`config.mk`:
```
export PLATFORM = sky130hd
export DESIGN_NAME = decoder_2to4_stream
export DESIGN_NICKNAME = d
export VERILOG_FILES = /design/src/rtl/decoder_pkg.sv /design/src/rtl/dec_fifo2.sv /design/src/rtl/decoder_2to4_stream.sv
export SDC_FILE = /design/constraint.sdc
export NUM_CORES = 1
export LEC_CHECK = 0
export ABC_AREA = 1
export CAP_MARGIN = 5
export CELL_PAD_IN_SITES_DETAIL_PLACEMENT = 2
export CELL_PAD_IN_SITES_GLOBAL_PLACEMENT = 2
export CORE_MARGIN = 4
export CORE_UTILIZATION = 27
export DETAILED_ROUTE_END_ITERATION = 10
export PLACE_DENSITY_LB_ADDON = 0.2
export SYNTH_ARGS = -nofsm -noshare
export SYNTH_HDL_FRONTEND = slang
export SYNTH_SLANG_ARGS = --single-unit
```
`constraint.sdc`:
```
create_clock -name clk -period 1.8 [get_ports clk]
set_input_delay 0.36 -clock clk [delete_from_list [all_inputs] [get_ports clk]]
set_output_delay 0.36 -clock clk [all_outputs]
set_load 0.1 [all_outputs]
```
`src/rtl/decoder_pkg.sv`:
```
// rtl/decoder_pkg.sv - shared types, defaults and decode helper for the 2-to-4 stream decoder
//
// Purpose: common definitions used by decoder_2to4_stream and dec_fifo2.
//   - occ_state_e : buffer occupancy state (EMPTY=0, ONE=1, FULL=2)
//   - DEC_SEL_W / DEC_OUT_W / DEC_ERR_CNT_W : default widths
//   - dec_decode  : (invalid, sel) -> {err, onehot}
// Ports: none (package).

package decoder_pkg;

  localparam int DEC_SEL_W     = 2;
  localparam int DEC_OUT_W     = 1 << DEC_SEL_W;
  localparam int DEC_ERR_CNT_W = 8;

  typedef enum logic [1:0] {
    EMPTY = 2'd0,
    ONE   = 2'd1,
    FULL  = 2'd2
  } occ_state_e;

  // An invalid code decodes to an all-zero word with the error bit set.
  function automatic logic [DEC_OUT_W:0] dec_decode(input logic                 invalid,
                                                    input logic [DEC_SEL_W-1:0] sel);
    logic [DEC_OUT_W-1:0] onehot;
    onehot = '0;
    if (!invalid) begin
      onehot[sel] = 1'b1;
    end
    return {invalid, onehot};
  endfunction

endpackage

```
`src/rtl/dec_fifo2.sv`:
```
// rtl/dec_fifo2.sv - 2-entry buffer with occupancy FSM and registered-only ready
//
// Purpose: holds up to two decoded words; head register drives the output so
//   the presented word is stable while stalled. push_ready_o depends only on
//   the state register (and reset), never on pop_ready_i.
// Ports:
//   clk_i        clock, rising edge
//   rst_n_i      synchronous active-low reset
//   push_valid_i word offered for storage
//   push_data_i  word to store
//   push_ready_o buffer can take a word (state != FULL, forced 0 in reset)
//   pop_valid_o  head entry holds a word (state != EMPTY)
//   pop_ready_i  consumer takes the head word
//   pop_data_o   head entry

module dec_fifo2
  import decoder_pkg::*;
#(
  parameter int DATA_W = DEC_OUT_W + 1
) (
  input  logic              clk_i,
  input  logic              rst_n_i,
  input  logic              push_valid_i,
  input  logic [DATA_W-1:0] push_data_i,
  output logic              push_ready_o,
  output logic              pop_valid_o,
  input  logic              pop_ready_i,
  output logic [DATA_W-1:0] pop_data_o
);

  occ_state_e        state_q;
  logic [DATA_W-1:0] head_q;
  logic [DATA_W-1:0] tail_q;
  logic              push;
  logic              pop;

  assign push_ready_o = rst_n_i && (state_q != FULL);
  assign pop_valid_o  = (state_q != EMPTY);
  assign pop_data_o   = head_q;

  assign push = push_valid_i && push_ready_o;
  assign pop  = pop_valid_o && pop_ready_i;

  always_ff @(posedge clk_i) begin
    if (!rst_n_i) begin
      state_q <= EMPTY;
      head_q  <= '0;
      tail_q  <= '0;
    end else begin
      case (state_q)
        EMPTY: begin
          if (push) begin
            head_q  <= push_data_i;
            state_q <= ONE;
          end
        end
        ONE: begin
          if (push && pop) begin
            // Head leaves as the new word arrives, so the new word takes its place.
            head_q <= push_data_i;
          end else if (push) begin
            tail_q  <= push_data_i;
            state_q <= FULL;
          end else if (pop) begin
            head_q  <= '0;
            state_q <= EMPTY;
          end
        end
        FULL: begin
          if (pop) begin
            head_q  <= tail_q;
            tail_q  <= '0;
            state_q <= ONE;
          end
        end
        default: begin
          state_q <= EMPTY;
        end
      endcase
    end
  end

endmodule

```
`src/rtl/decoder_2to4_stream.sv`:
```
// rtl/decoder_2to4_stream.sv - valid/ready one-hot decoder with error tally
//
// Purpose: turns {invalid, sel} codes back into one-hot words through a
//   2-entry buffer, and counts accepted invalid codes (saturating).
// Optional feature macro: DECODER_DROP_INVALID_EN - invalid words complete the
//   handshake and are counted but are not stored; err_out is tied 0.
// Ports:
//   clk        clock, rising edge
//   rst_n      synchronous active-low reset
//   in_valid   encoded word present
//   in_ready   block can accept a word (registered state only)
//   invalid_in encoder invalid flag
//   sel_in     encoded select
//   out_valid  decoded word present
//   out_ready  consumer accepts word
//   data_out   one-hot word (zero for invalid)
//   err_out    head word came from an invalid code
//   err_clr    clears err_count (wins over increment)
//   err_count  saturating count of accepted invalid codes

module decoder_2to4_stream
  import decoder_pkg::*;
#(
  parameter int SEL_W     = DEC_SEL_W,
  parameter int ERR_CNT_W = DEC_ERR_CNT_W
) (
  input  logic                    clk,
  input  logic                    rst_n,
  input  logic                    in_valid,
  output logic                    in_ready,
  input  logic                    invalid_in,
  input  logic [SEL_W-1:0]        sel_in,
  output logic                    out_valid,
  input  logic                    out_ready,
  output logic [(1<<SEL_W)-1:0]   data_out,
  output logic                    err_out,
  input  logic                    err_clr,
  output logic [ERR_CNT_W-1:0]    err_count
);

  localparam int OUT_W = 1 << SEL_W;

  logic [OUT_W:0]          dec_word;
  logic                    dec_err;
  logic                    accept;
  logic                    fifo_push_valid;
  logic [ERR_CNT_W-1:0]    err_count_q;
  logic [ERR_CNT_W-1:0]    err_count_d;

  // The package helper covers the default width; other widths decode inline.
  generate
    if (SEL_W == DEC_SEL_W) begin : g_pkg_decode
      assign dec_word = dec_decode(invalid_in, sel_in);
    end else begin : g_inline_decode
      assign dec_word = {invalid_in, (invalid_in ? {OUT_W{1'b0}} : (OUT_W'(1) << sel_in))};
    end
  endgenerate

  assign dec_err = dec_word[OUT_W];
  assign accept  = in_valid && in_ready;

`ifdef DECODER_DROP_INVALID_EN
  logic [OUT_W-1:0] head_data;

  assign fifo_push_valid = in_valid && !dec_err;

  dec_fifo2 #(
    .DATA_W (OUT_W)
  ) u_fifo (
    .clk_i        (clk),
    .rst_n_i      (rst_n),
    .push_valid_i (fifo_push_valid),
    .push_data_i  (dec_word[OUT_W-1:0]),
    .push_ready_o (in_ready),
    .pop_valid_o  (out_valid),
    .pop_ready_i  (out_ready),
    .pop_data_o   (head_data)
  );

  assign data_out = head_data;
  assign err_out  = 1'b0;
`else
  logic [OUT_W:0] head_word;

  assign fifo_push_valid = in_valid;

  dec_fifo2 #(
    .DATA_W (OUT_W + 1)
  ) u_fifo (
    .clk_i        (clk),
    .rst_n_i      (rst_n),
    .push_valid_i (fifo_push_valid),
    .push_data_i  (dec_word),
    .push_ready_o (in_ready),
    .pop_valid_o  (out_valid),
    .pop_ready_i  (out_ready),
    .pop_data_o   (head_word)
  );

  assign data_out = head_word[OUT_W-1:0];
  assign err_out  = head_word[OUT_W];
`endif

  // Clear wins; an invalid word accepted in the clearing cycle still counts once.
  always_comb begin
    err_count_d = err_count_q;
    if (err_clr) begin
      err_count_d = (accept && dec_err) ? ERR_CNT_W'(1) : '0;
    end else if (accept && dec_err && (err_count_q != {ERR_CNT_W{1'b1}})) begin
      err_count_d = err_count_q + ERR_CNT_W'(1);
    end
  end

  always_ff @(posedge clk) begin
    if (!rst_n) begin
      err_count_q <= '0;
    end else begin
      err_count_q <= err_count_d;
    end
  end

  assign err_count = err_count_q;

endmodule

```
# --- After elaboration in Yosys (flattened, before gate mapping) ---
# Cells that the tools add are included.
totals:
  ff_bits: 20
  in_bits: 8
classes:
  n_addsub: 1
  n_lt_le_gt_ge: 2
  n_eq_ne: 11
  muxes: 20
  reduce_logical: 15
op_table:
  columns: ["op", "n"]
  rows:
  - ["$mux W5", 6]
  - ["$mux W8", 2]
  - ["$pmux W5 S3", 1]
  - ["$mux W2", 5]
  - ["$pmux W5 S2", 1]
  - ["$add A8 B1 Y8 const B", 1]
  - ["$ne A2 B2 Y1 const B", 4]
  - ["$ne A8 B8 Y1 const B", 1]
  - ["$reduce_and A4 Y1", 2]
  - ["$logic_and A1 B1 Y1", 7]
  - ["$ne A3 B2 Y1 const B", 2]
  - ["$pmux W2 S3", 1]
  - ["$reduce_bool A2 Y1", 3]
  - ["$reduce_and A5 Y1", 1]
  - ["$mux W4", 1]
  - ["$lt A2 B3 Y1 const B", 1]
  - ["$ne A3 B1 Y1 const B", 1]
  - ["$reduce_bool A3 Y1", 1]
  - ["$demux W1 S2", 1]
  - ["$eq A2 B1 Y1 const B", 1]
  - ["$eq A2 B2 Y1 const B", 1]
  - ["$ge A2 B1 Y1 const B", 1]
  - ["$logic_not A2 Y1", 1]
  - ["$mux W1", 2]
  - ["$ne A2 B1 Y1 const B", 1]

# --- Depth between registers and ports, before layout ---
# Gate-level depths: netlist (run 1).
depth:
  ltp_word: 8
  ltp_mapped: 10
  depth_no_buf: 10

# --- By module ---
# From an unflattened synthesis (run 1), not the netlist that was laid out.
unflattened:
  hier_cells: 204
  hier_area_um2: 1372.6
by_module_without_submodules:
  columns: ["mod", "n_inst", "cells_each", "area_each_um2"]
  rows:
  - ["dec_fifo2", 1, 120, 840.8]
  - ["decoder_2to4_stream", 1, 84, 531.8]

# --- Least setup slack after synthesis (run 1) ---
# OpenSTA, ideal clock, no wires.
synth_timing:
  kind: "register to register"
  startpoint: "register u_fifo.state_q[0]"
  endpoint: "register u_fifo.tail_q[0]"
  setup_ps: 120
  arrival_time_ps: 2051
  slack_ps: -370
  stages_incl_launch_ff: 11
  path_buffers: 0
  synth_period_minus_slack_ps: 2170
  cell_sequence: "dfxtp_1 -> inv_1 -> ha_1 -> inv_1 -> nand2_2 -> nand2_1 -> inv_1 -> nor2_2 -> nand3_1 -> nand2_1 -> nor2_1"
synth_between:
  word_cells_on_any_way: 14
  cone_classes: "6 x eq/ne; 1 x mux; 7 x reduce/logical"
synth_rtl:
  columns: ["item", "line", "source"]
  rows:
  - ["start: declaration", "dec_fifo2.sv:31", "occ_state_e state_q;"]
  - ["start signal: assignment", "dec_fifo2.sv:46", "state_q <= EMPTY;"]
  - ["start signal: assignment", "dec_fifo2.sv:54", "state_q <= ONE;"]
  - ["start signal: assignment", "dec_fifo2.sv:63", "state_q <= FULL;"]
  - ["$reduce_bool A2 Y1 (*)", "dec_fifo2.sv:38", "assign pop_valid_o = (state_q != EMPTY);"]
  - ["via out_valid", "decoder_2to4_stream.sv:33", "output logic out_valid,"]
  - ["$logic_and A1 B1 Y1 (*)", "dec_fifo2.sv:42", "assign pop = pop_valid_o && pop_ready_i;"]
  - ["$logic_and A1 B1 Y1", "dec_fifo2.sv:58", "if (push && pop) begin"]
  - ["$ne A2 B2 Y1 (no line)", null, null]
  - ["$reduce_and A4 Y1 (no line) (*)", null, null]
  - ["end signal: assignment", "dec_fifo2.sv:62", "tail_q <= push_data_i;"]
  - ["end: declaration", "dec_fifo2.sv:33", "logic [DATA_W-1:0] tail_q;"]
# The timed path passes the listed nets; every way through them passes the cells marked *.
# A chain may end at the register's enable or synchronous reset.

# --- Worst setup path in the final report (run 1) ---
layout_timing:
  startpoint: "register u_fifo.state_q[0]"
  endpoint: "output in_ready"
layout_between:
  elab_chain_len: 2
layout_rtl:
  columns: ["item", "line", "source"]
  rows:
  - ["$ne A2 B2 Y1", "dec_fifo2.sv:37", "assign push_ready_o = rst_n_i && (state_q != FULL);"]
  - ["$logic_and A1 B1 Y1", "dec_fifo2.sv:37", null]
  - ["end: declaration", "decoder_2to4_stream.sv:30", "output logic in_ready,"]
# Every way passes these cells.

==> results_dict.tcl, run 1 <==
set metrics [dict create \
    critical_path.startpoint_type "flop" \
    whs_path_depth 2 \
    syn2layout_area_growth_pct 46.6 \
    post-route-util_pct 41.1 \
    endpoint_kind "output port" \
    vias 1285 \
    hold_path.startpoint "u_fifo.state_q[0]" \
    slew_headroom_pct 75.2 \
    start_util_pct 28.1 \
    antenna_found_initial 0 \
    critical_path.startpoint "u_fifo.state_q[0]" \
    htree_levels 1 \
    yosysSeqAreaShare_pct 32.6 \
    totalWireLength_um 4040 \
    tritoncts "yes" \
    crit_slowest_cell "dfxtp_2" \
    synth_seq_cells 20 \
    fin_worst_skew_ps 1.65 \
    final.setup.tns_ps 0 \
    r2r_start "u_fifo.state_q[0]" \
    core.rowCount 24 \
    r2r_cells 9 \
    p_per_area_nw_per_um2 1360 \
    synth_commonest_cells "nand2_1, inv_1, nor2_1" \
    grt_pass1_vias 1428 \
    outcome "complete, no violations" \
    drc_errors 0 \
    synth_top_area_cell "dfxtp_1" \
    layout_min_cycle_time_ps 1690 \
    io_buffer_count 22 \
    synth_top_area_share_pct 32.6 \
    cts-root-buf "clkbuf_8" \
    critical_path_class "flop to output port" \
    insertion_delay_ps 260 \
    path_clk_slew_ps 80 \
    syn_inst 192 \
    leakagePower_nw 0.783 \
    max_cap_viol_count 0 \
    critical_path.max_fanout 4 \
    min_to "u_fifo.state_q[0]" \
    grt_max_degree 12 \
    grt_setup_unrepaired "no" \
    cpPeakStageDelay_ps 370 \
    r2r_slack_ps 200 \
    grt_overflow 0 \
    synthArstFlopShare_pct 0 \
    rr_endpoint "u_fifo.tail_q[3]" \
    crit_required_ps 1440 \
    crit_chain "inv_2, ha_2, inv_4, nand2_1, inv_1, buf_12" \
    hpwl_um 3280 \
    io_pins 23 \
    syn_area_um2 1230 \
    fin_area_um2 1800 \
    vdd.ir_drop.worst_mv 0.844 \
    dieArea_um2 5700 \
    avgSynthCellArea_um2 6.41 \
    setup_viol 0 \
    drt_iter0_drc 38 \
    synth_cell_types 21 \
    grt_pass1_wl_um 6780 \
    synth_edf_count 0 \
    ant_nets 0 \
    core_um2 4380 \
    die_w_um 75.5 \
    clk_path_buf_depth 2 \
    first_pass_iters 4 \
    nets 238 \
    fillers 519 \
    fin_crit_sh_pct 93.9 \
    antennaDiodeCount 0 \
    yosysMostFrequentCell "nand2_1" \
    cts.sink_count 20 \
    syn_nets 205 \
    cts_buffers 3 \
    multiInputGateArea_um2 728 \
    yosysWarningCount 0 \
    clock.fmax_mhz 591 \
    grt_usage_pct 15.7 \
    drive_above_1_share_pct 23.7 \
    slew_viol_final 0 \
    wire_per_inst_um 14.6 \
    ys_top_cells_by_area "dfxtp_1, nand2_1, inv_1" \
    finalHoldViolCount 0 \
    register_area_um2 409 \
    place_congestion 0.794 \
    ctsHoldBuffers 0 \
    ys.flop_type "dfxtp_1" \
    placed_cell_area_um2 1730 \
    hold_path.class "flop to flop" \
    crit_arrival_ps 1330 \
    via_per_inst 4.66 \
    die_y_um 75.5 \
    tightest_slew_ps 369 \
]
worst max path at each step:
stage	cells after the start	slack (ps)	endpoint
after global routing	6	9	in_ready
after detailed placement	6	-110	u_fifo.pop_data_o[4]
final	6	110	in_ready
after floorplan	5	20	in_ready
after global placement	7	30	u_fifo.pop_data_o[0]
after CTS	6	10	in_ready
sequential cells by signal (all words and copies together) (netlist names):
name	count
u_fifo.tail_q	5
u_fifo.state_q	2
err_count	8
u_fifo.pop_data_o	5
final cells by class:
class	count	share of cell area, %
multi-input combinational	140	40.4
timing repair buffer	29	23.5
sequential	20	22.7
inverter	31	6.80
tap	52	3.61
clock buffer	4	3.05
metrics by stage:
stage	hold WS, ps	power, mW	worst slack [ps]	cells
finish	528	2.45	109	276
global route	559	2.64	9.06	276
CTS	537	2.49	9.90	276
detailed placement	534	2.10	-112	271
global placement	517	2.03	28.3	271
floorplan	489	1.62	15.4	192
cells in the final DEF (no fill, tap or decap), drive strengths merged, types with 2 or more instances in the layout:
master	n
ha	5
nand2	63
clkbuf	4
nand3	14
clkdlybuf4s50	7
nand4	2
nor2	25
dfxtp	20
nor3	6
a21oi	16
o21ai	5
inv	30
buf	22
power by group:
group          switching (mW)  internal [mW]
registers              0.0796          0.529
logic                   0.957          0.528
clock network           0.160          0.195
total                    1.20           1.25
worst max-delay path: cells and delay by family, from the launching register on:
family	cells	cell delay (ps)
fa+ha+maj	1	220
buf+inv	4	420
flops	1	370
simple gates	1	50
timing repair:
action,CTS,global route
gates resized for setup,1,2
hold endpoints to repair,0,0
setup buffers,1,0
endpoints found under the setup margin,3,5
cell families (layout without fill, tap and decap cells):
| family | after synthesis | after routing | synth area share (%) |
|---|---|---|---|
| compound gates | 24 | 24 | 11.3 |
| fa+ha+maj | 5 | 5 | 5.09 |
| buf+inv | 32 | 64 | 10.3 |
| flops | 20 | 20 | 32.6 |
| simple gates | 111 | 111 | 40.8 |
per-layer routing:
metal	wire length (µm)	part of all wire, %	track usage, %	vias to the layer above
li1	-	-	-	662
met1	1800	44	18.9	610
met2	2130	53	28.9	11
met3	87	2.2	2.90	2
met4	26	0.64	3.50	0
met5	0	0	0	-
Power figures use the tool's default switching activity.
==> run 2: changes to the inputs <==
CAP_MARGIN = 10   (was 5)
==> results of run 2 <==
The final DEF is identical to that of run 1; final timing and power are the same.
==> run 3: changes to the inputs <==
ABC_AREA = 0   (was 1)
CORE_UTILIZATION = 30   (was 27)
==> run 3 against run 2 <==
- count of clock-buffer cells in the layout fell by 1
- global-route usage rose by 2.1 points
- hold slack got worse by 11 ps
- register-to-register slack got worse by 100 ps
- via count fell by 4.9%
- sequential power fell by 3%
- core utilization rose by 9.3 points
- routed wire length rose by 7.3%
- first-iteration DRC count fell by 2.6%
- sequential cell count did not move
- synthesized cell count fell by 32%
- combinational power barely moved
- largest power group unchanged
==> results_dict.tcl, run 3 <==
set metrics [dict create \
    synth_top_area_cell "dfxtp_1" \
    drt_iter0_drc 37 \
    grt_usage_pct 17.8 \
    p_per_area_nw_per_um2 1280 \
    synth_commonest_cells "dfxtp_1, o21ai_0, nand3_1, nor2b_1, nor2_1" \
    outcome "complete, no violations" \
    fin_worst_skew_ps 7.48 \
    critical_path.max_fanout 5 \
    max_cap_viol_count 0 \
    io_buffer_count 22 \
    syn_area_um2 1160 \
    yosysMostFrequentCell "dfxtp_1" \
    synth_seq_cells 20 \
    drive_above_1_share_pct 40.0 \
    hpwl_um 3100 \
    clock.fmax_mhz 576 \
    wire_per_inst_um 19.4 \
    multiInputGateArea_um2 776 \
    tritoncts "yes" \
    synth_top_area_share_pct 34.4 \
    hold_path.class "flop to flop" \
    mostFrequentLayoutCell "buf_4" \
    grt_pass1_wl_um 7000 \
    largest_register_ff_count 8 \
    critical_path_class "flop to output port" \
    slew_viol_final 0 \
    drc_errors 0 \
    antennaDiodeCount 0 \
    finalHoldViolCount 0 \
    core_um2 3720 \
    layout_min_cycle_time_ps 1740 \
    die_w_um 70.3 \
    totalWireLength_um 4340 \
    clk_path_buf_depth 2 \
    start_util_pct 31.3 \
    syn2layout_area_growth_pct 61.2 \
    io_pins 23 \
    cts.sink_count 20 \
    fin_crit_sh_pct 96.4 \
    insertion_delay_ps 270 \
    critical_path.startpoint_type "flop" \
    grt_setup_unrepaired "no" \
    slew_headroom_pct 70.7 \
    nets 189 \
    ys_top_cells_by_area "dfxtp_1, ha_1, nor2b_1" \
    synth_cell_types 37 \
    syn_nets 144 \
    avgSynthCellArea_um2 8.88 \
    grt_overflow 0 \
    syn_inst 131 \
    cts-root-buf "clkbuf_8" \
    die_y_um 70.3 \
    vdd.ir_drop.worst_mv 0.694 \
    synthArstFlopShare_pct 0 \
    hold_ws_ps 517 \
    vias 1222 \
    crit_arrival_ps 1380 \
    core.rowCount 22 \
    dp_cells 217 \
    register_area_um2 419 \
    dieArea_um2 4940 \
    grt_pass1_vias 1398 \
    leakagePower_nw 0.693 \
    first_pass_iters 4 \
    final_cells 223 \
    layout_common_cells "buf_4, buf_12, dfxtp_1, o21ai_0" \
    via_per_inst 5.48 \
    yosysWarningCount 0 \
    htree_levels 1 \
    path_clk_slew_ps 70 \
    ys.flop_type "dfxtp_1" \
    setup_viol 0 \
    yosysSeqAreaShare_pct 34.4 \
    ant_nets 0 \
    endpoint_kind "output port" \
    tightest_slew_ps 436 \
    cts_buffers 3 \
    place_congestion 0.779 \
    synth_edf_count 0 \
    setup_ws_ps 64.0 \
    antenna_found_initial 0 \
    fillers 419 \
    grt_max_degree 12 \
    crit_required_ps 1440 \
    dp_slack_ps -225 \
    total_power_mw 2.41 \
]
==> run 3: cell types whose count changed in the layout (fill, tap and decap cells not counted), sizes merged, moves of 4 or more <==
cell   previous run  this run
buf              22        37
nor2b             0        10
inv              30         3
o21ai             5        12
nand3            14        10
mux2i             0         5
nor2             25         8
nand2            63         7
a21oi            16         6
==> run 3: stage by stage <==
| stage | utilization, % | area, µm² | TNS [ps] |
|---|---|---|---|
| global route | 50.5 | 1880 | 0 |
| floorplan | - | 1190 | 0 |
| detailed placement | 47.4 | 1760 | -2230 |
| global placement | 47.4 | 1760 | -1100 |
| finish | 50.5 | 1880 | 0 |
| CTS | 49.5 | 1840 | 0 |
==> run 3: final timing paths <==
check                         start                    to  slack (ps)  cells past startpoint
hold reg to reg    u_fifo.tail_q[3]  u_fifo.pop_data_o[3]         520                      2
setup reg to reg       err_count[0]          err_count[1]         100                      6
setup / recovery  u_fifo.state_q[1]             out_valid          60                      5
hold / removal     u_fifo.tail_q[3]  u_fifo.pop_data_o[3]         520                      2
==> run 3: layer usage <==
metal	wire length, µm	up-vias	global-route usage [%]
met5	0	-	0
met4	25	0	3.40
met3	136	6	4.32
met2	2430	23	35.0
met1	1740	617	18.8
li1	-	576	-
==> run 3: final cells by class <==
type                       count  area share (%)
timing repair buffer          44            29.7
tap                           48            3.20
sequential                    20            22.3
clock inverter                 1           0.200
inverter                       4            1.00
clock buffer                   3            2.20
multi-input combinational    103            41.4
==> run 3: cells by family after synthesis <==
| family | count (synthesis) | share of synthesized area [%] |
|---|---|---|
| buffers and inverters | 8 | 3.33 |
| multiplexers | 5 | 4.30 |
| AO/OA/AOI/OAI | 33 | 20.3 |
| flip-flops | 20 | 34.4 |
| adder cells (fa/ha/maj) | 5 | 5.38 |
| XOR/XNOR | 1 | 0.753 |
| AND/OR/NAND/NOR | 59 | 31.5 |
==> run 3: repair_timing <==
action	in CTS	in global routing
pin swaps	0	1
buffers inserted	2	0
gates resized for setup	7	10
setup endpoints to repair	10	17
hold buffers	0	0
==> run 3: where the power goes <==
group	internal (mW)	total (mW)	switching, mW
Clock	0.152	0.314	0.162
Sequential	0.516	0.591	0.0750
Combinational	0.601	1.50	0.903
Total	1.27	2.41	1.14
==> run 3: critical path: stages (launching register included) <==
cell        delay (ps)
dfxtp_4            370
inv_1              100
ha_2               190
buf_4              160
clkinvlp_4         110
buf_12             170
